### config.mk
export PLATFORM = sky130hd
export DESIGN_NAME = bit_serializer
export DESIGN_NICKNAME = d
export VERILOG_FILES = /design/src/rtl/bit_serializer.sv
export SDC_FILE = /design/constraint.sdc
export NUM_CORES = 1
export LEC_CHECK = 0
export BUFFER_PORTS_ARGS = -buffer_cell sky130_fd_sc_hd__buf_4
export CAP_MARGIN = 20
export CELL_PAD_IN_SITES_DETAIL_PLACEMENT = 1
export CELL_PAD_IN_SITES_GLOBAL_PLACEMENT = 1
export CORE_UTILIZATION = 35
export CTS_CLUSTER_SIZE = 28
export DETAILED_ROUTE_END_ITERATION = 8
export GPL_TIMING_DRIVEN = 0
export PLACE_DENSITY_LB_ADDON = 0.1
export SYNTH_ARGS = -nofsm -noshare
export SYNTH_HDL_FRONTEND = slang
export SYNTH_SLANG_ARGS = --single-unit
### constraint.sdc
create_clock -name clk -period 1.8 [get_ports clk]
set_input_delay 0.09 -clock clk [delete_from_list [all_inputs] [get_ports clk]]
set_output_delay 0.09 -clock clk [all_outputs]
set_load 0.01 [all_outputs]
### src/rtl/bit_serializer.sv
// Parallel-to-serial front end feeding the 1100 sequence detector.
// A one-word pending register lets consecutive words stream with no idle gap.
module bit_serializer #(
    parameter int   WIDTH     = 8,
    parameter int   MSB_FIRST = 1,
    parameter logic IDLE_BIT  = 1'b0
) (
    input  logic             clk,
    input  logic             rst,
    input  logic [WIDTH-1:0] data_in,
    input  logic             data_valid,
    output logic             data_ready,
    output logic             bit_out,
    output logic             bit_valid,
    output logic             busy
);

    localparam int              CNT_W    = $clog2(WIDTH);
    localparam logic [CNT_W-1:0] LAST_CNT = CNT_W'(WIDTH - 1);

    typedef enum logic [0:0] {
        ST_IDLE  = 1'b0,
        ST_SHIFT = 1'b1
    } state_t;

    state_t             state_r;
    state_t             state_nx_s;
    logic [WIDTH-1:0]   sh_r;
    logic [WIDTH-1:0]   sh_nx_s;
    logic [WIDTH-1:0]   shifted_s;
    logic [CNT_W-1:0]   cnt_r;
    logic [CNT_W-1:0]   cnt_nx_s;
    logic [WIDTH-1:0]   pend_r;
    logic [WIDTH-1:0]   pend_nx_s;
    logic               pend_full_r;
    logic               pend_full_nx_s;
    logic               bit_out_r;
    logic               bit_valid_r;
    logic               bit_nx_s;
    logic               accept_s;

    assign data_ready = !pend_full_r && !rst;
    assign accept_s   = data_valid && data_ready;
    assign bit_out    = bit_out_r;
    assign bit_valid  = bit_valid_r;
    assign busy       = (state_r == ST_SHIFT) || pend_full_r;

    // Shift register advanced by one position in the send direction.
    always_comb begin
        if (MSB_FIRST != 0) begin
            shifted_s = {sh_r[WIDTH-2:0], 1'b0};
        end else begin
            shifted_s = {1'b0, sh_r[WIDTH-1:1]};
        end
    end

    // Next-state logic: load, shift, drain the pending word or fall idle.
    always_comb begin
        state_nx_s     = state_r;
        sh_nx_s        = sh_r;
        cnt_nx_s       = cnt_r;
        pend_nx_s      = pend_r;
        pend_full_nx_s = pend_full_r;
        case (state_r)
            ST_IDLE: begin
                if (accept_s) begin
                    sh_nx_s    = data_in;
                    cnt_nx_s   = {CNT_W{1'b0}};
                    state_nx_s = ST_SHIFT;
                end else begin
                    state_nx_s = ST_IDLE;
                end
            end
            ST_SHIFT: begin
                if (cnt_r != LAST_CNT) begin
                    sh_nx_s  = shifted_s;
                    cnt_nx_s = cnt_r + CNT_W'(1);
                    if (accept_s) begin
                        pend_nx_s      = data_in;
                        pend_full_nx_s = 1'b1;
                    end else begin
                        pend_full_nx_s = pend_full_r;
                    end
                end else if (pend_full_r) begin
                    sh_nx_s        = pend_r;
                    pend_full_nx_s = 1'b0;
                    cnt_nx_s       = {CNT_W{1'b0}};
                end else if (accept_s) begin
                    // Word arriving on the last-bit edge bypasses pend.
                    sh_nx_s  = data_in;
                    cnt_nx_s = {CNT_W{1'b0}};
                end else begin
                    state_nx_s = ST_IDLE;
                    cnt_nx_s   = {CNT_W{1'b0}};
                end
            end
            default: begin
                state_nx_s     = ST_IDLE;
                cnt_nx_s       = {CNT_W{1'b0}};
                pend_full_nx_s = 1'b0;
            end
        endcase
    end

    // Serial bit for the next cycle, taken from the next shift-register value.
    always_comb begin
        if (state_nx_s == ST_SHIFT) begin
            if (MSB_FIRST != 0) begin
                bit_nx_s = sh_nx_s[WIDTH-1];
            end else begin
                bit_nx_s = sh_nx_s[0];
            end
        end else begin
            bit_nx_s = IDLE_BIT;
        end
    end

    // State and output registers; reset discards any partial or pending word.
    always_ff @(posedge clk or posedge rst) begin
        if (rst) begin
            state_r     <= ST_IDLE;
            sh_r        <= {WIDTH{1'b0}};
            cnt_r       <= {CNT_W{1'b0}};
            pend_r      <= {WIDTH{1'b0}};
            pend_full_r <= 1'b0;
            bit_out_r   <= IDLE_BIT;
            bit_valid_r <= 1'b0;
        end else begin
            state_r     <= state_nx_s;
            sh_r        <= sh_nx_s;
            cnt_r       <= cnt_nx_s;
            pend_r      <= pend_nx_s;
            pend_full_r <= pend_full_nx_s;
            bit_out_r   <= bit_nx_s;
            bit_valid_r <= (state_nx_s == ST_SHIFT);
        end
    end

endmodule

* After elaboration in Yosys (flattened, before gate mapping)
Cells that the tools add are included.
Operators by class: add/subtract/negate cells 1, mux-type cells 14, bitwise operators 1, equal/unequal tests 3, reduce and logical (&&, ||, !) cells 7
Operators with widths (number):
- $mux W8 | 3
- $pmux W8 S2 | 1
- $mux W1 | 6
- $mux W3 | 2
- $pmux W3 S2 | 1
- $ne A2 B2 Y1 const B | 2
- $add A3 B1 Y3 const B | 1
- $ne A3 B3 Y1 const B | 1
- $reduce_and A3 Y1 | 1
- $logic_and A1 B1 Y1 | 2
- $logic_not A1 Y1 | 2
- $pmux W1 S2 | 1
- $reduce_and A2 Y1 | 1
- $logic_or A1 B1 Y1 | 1
- $not A1 Y1 | 1
Word-level totals: bits in registers 22, bits of input ports 11

* Logic depth before layout (Yosys ltp)
depth in word-level cells 8, depth in mapped cells 6

* Least setup slack after synthesis
Ideal clock, no wire load.
path kind reg-to-reg, start reg cnt_r[0], end reg pend_r[0], period minus slack after synthesis 1.535 ns, required time 1.675 ns, slack 0.265 ns, cell stages (with the launch flop) 6, arrival time 1.411 ns, buffers on the path 0, path through dfrtp_1 ha_1 ha_1 and2b_1 nand2_2 mux2_2
On the way: longest elaborated chain between the ends 2
RTL lines:
- start: declaration | line 31 | logic [CNT_W-1:0] cnt_r;
- start signal: assignment | line 123 | cnt_r <= {CNT_W{1'b0}};
- start signal: assignment | line 131 | cnt_r <= cnt_nx_s;
- $ne A3 B3 Y1 | line 75 | if (cnt_r != LAST_CNT) begin
- $reduce_and A3 Y1 (no line)
- end signal: assignment | line 124 | pend_r <= {WIDTH{1'b0}};
- end signal: assignment | line 132 | pend_r <= pend_nx_s;
- end: declaration | line 33 | logic [WIDTH-1:0] pend_r;
Every way passes these cells. A chain may end at the register's enable or synchronous reset.

* Final worst setup path
start reg cnt_r[0], end reg pend_r[7]
The elaborated chain is that of the path after synthesis.

==> key figures <==
Logic synthesis
  – Synth area leader: dfrtp_1
  – Cell Area, Synth: 1000 um2
  – Share of the synthesized area in the top cell type: 52.6%
  – Most common cell in the synthesized netlist: dfrtp_1
  – Number of synthesized flops with an enable pin: 0
  – Post-Syn Instances: 93
  – Register area share after synthesis: a little over half
  – Synth Flop Type: dfrtp_1
  – Top cells by area, synth: dfrtp_1 (53%), mux2_2 (10%), nand2_1 (7.1%)
  – Asr flop ratio synth: 100%
  – YS warnings: 0
  – Syn_nets: 106
  – Commonest cells in the netlist: dfrtp_1 (21), nand2_1 (19), mux2_2 (9)
  – Yosys cell types: 25
  – Syn Area/Cell: approximately 11 um2
  – Synthesized flop and latch total: 21

STA
  – Fin. max-slew vios: 0
  – WHS: 12.7 ps
  – Hold Vio Cnt, Final: 0
  – Slew headroom: 44.2%
  – Clock skew: 4.75 ps
  – Final Setup Violations: 0
  – Worst-margin pin slew: 837 ps
  – RSZ-0062 raised after global routing: false
  – Post-Route Setup TNS: 0 ps
  – Highest clock rate: 604 MHz
  – Part of the cycle the worst path needs: ~92%
  – Final Critical Period: 1650 ps

Die
  – Die X: 55.4 um
  – # rows: 19
  – Initial Util: 36.6%
  – Core area: 2730 um2
  – Height of the die: between 50 and 60 um
  – Die area: 3070 um2
  – IO Count: 15

Critical path
  – CP endpoint kind: register
  – R2R Path Start: cnt_r[0]
  – FF-to-FF setup slack: 150 ps
  – CP required: about 2000 ps
  – Crit-path max FO: 8
  – Crit path DAT: approximately 1900 ps
  – Setup crit end: pend_r[7]
  – R2R cell count: 5
  – Startpoint Class: register
  – Crit Path Class: register to register
  – Crit path from: cnt_r[0]
  – Reg2reg end: pend_r[7]

Placed design
  – Dpl hpwl: 1.58 mm
  – I/O Buffers: 14
  – Routability-driven placement congestion ratio: 0.718

Finish
  – # diodes: 0
  – Layout area overhead: 20.3%
  – Final Net Count: 127
  – FILL cells: around 320
  – Layout cells sized above 1: 31.9%
  – Core Util, Final: 44.0%

CTS
  – Clock Sinks: 21
  – Clk buf depth: 2
  – H-tree level count: 1
  – CTS tree: built
  – Reg clk slew, reported paths: 120 ps
  – CTS Buf Count: 3
  – Setup repair bufs after CTS: 0
  – Worst-Skew Late Latency: 310 ps
  – Clk root buf: clkbuf_4

Power and ir drop
  – Power Total: 1.92 mW
  – Power density over cell area: approximately 1600 nW/um2
  – Peak supply drop: 750 uV
  – Pleak: around 0.53 nW

Routing
  – Top Layer Used: met4
  – Total wire length: around 2.3 mm
  – Avg WL per Cell: approximately 16 um
  – Vias post-DR: 784
  – WL met2: 1.16 mm
  – Met3 wire len: 61 um
  – First-pass DRT Iterations: 4
  – WL met1: between 1 and 1.5 mm
  – Final ANT Viol Nets: 0
  – Vias per cell: 5.44
  – DRT iter0 DRCs: 12
  – DR DRC count: 0

Outcome
  – Status: completed

Global routing
  – Total track usage: 17.0%
  – Initial antenna violation count: 0
  – Congestion Overflow GR: 0
  – First-pass GRT wire length: slightly below 4 mm
  – Largest net degree at the start of global routing: 22
  – Vias in the first global route: 822

Flow run
  – Max_cap viols: 0

Worst hold path
  – Min-delay worst type: primary input to register
how the worst min path moves through the flow:
stage                from   endpoint  slack [ps]  cells after the start
2_1_floorplan         rst    bit_out          70                      1
3_3_place_gp   data_in[4]  pend_r[4]         330                      2
3_5_place_dp          rst    bit_out         340                      2
4_1_cts        data_in[4]  pend_r[4]           3                      2
5_1_grt        data_in[6]  pend_r[6]           3                      2
6_report       data_in[5]  pend_r[5]          10                      2
per-layer routing:
layer,global-route usage (%),up-vias
li1,-,373
met4,9.64,0
met3,2.81,6
met5,0,-
met1,21.4,392
met2,27.7,13
what timing repair did:
item	in CTS	in global routing
hold buffers	1	1
gates resized for setup	0	4
endpoints found under the hold margin	21	1
endpoints found under the setup margin	0	14
state kept, by name, summed over array words and instances, names as in the netlist:
signal / flops
cnt_r: 3
sh_r: 7
bit_valid: 1
pend_full_r: 1
bit_out: 1
pend_r: 8
stage by stage:
stage | std cells | cell area, um2 | setup WS [ps]
2_1_floorplan | 93 | 1000 | 265
3_3_place_gp | 138 | 1140 | 68.2
3_5_place_dp | 138 | 1140 | 26.2
4_1_cts | 143 | 1180 | 5.69
5_1_grt | 144 | 1200 | 59.3
6_report | 144 | 1200 | 146
cells in the final DEF, fill, tap and decap left out:
| master | count |
|---|---|
| nor2_1 | 2 |
| o22ai_1 | 3 |
| or3b_1 | 1 |
| a32oi_1 | 6 |
| o21a_1 | 1 |
| buf_4 | 16 |
| dlygate4sd3_1 | 2 |
| nand4_1 | 1 |
| nand3b_1 | 3 |
| and4_1 | 1 |
| and2b_2 | 1 |
| inv_1 | 2 |
| clkbuf_4 | 3 |
| ha_2 | 1 |
| or2_2 | 1 |
| o21ai_0 | 6 |
| o21ai_1 | 1 |
| o21ai_2 | 1 |
| nor3b_2 | 1 |
| buf_6 | 1 |
| ha_1 | 1 |
| a21oi_1 | 3 |
| mux2_2 | 9 |
| mux2i_1 | 1 |
| nand2_1 | 19 |
| clkbuf_1 | 3 |
| nand2_4 | 1 |
| dfrtp_1 | 21 |
| buf_2 | 1 |
critical path, cell delays in order (launching register included):
cell and delay (ps):
dfrtp_1 390, ha_1 160, ha_2 240, and2b_2 270, nand2_4 150, mux2_2 350
final cells by class:
class	count	area (um2)	area share, %
flip-flops and latches	21	526	43.7
multi-input cells	64	440	36.6
plain buffers	6	38.8	3.23
clock buffers	4	26.3	2.19
repair buffers	16	125	10.4
inverters	2	7.51	0.624
well taps	31	38.8	3.23
power by group:
part	internal [mW]	switching, mW
Clock	0.0866	0.152
Sequential	0.708	0.119
Combinational	0.406	0.443
Total	1.20	0.714
logic make-up (layout without fill, tap and decap cells):
group	Yosys count	in the layout	synth area share (%)
AND/OR/NAND/NOR	31	31	15.8
adder cells (fa/ha/maj)	2	2	2.50
multiplexers	10	10	11.1
flip-flops	21	21	52.6
buffers and inverters	8	28	4.63
AO/OA/AOI/OAI	21	21	13.4
Power figures use the tool's default switching activity.
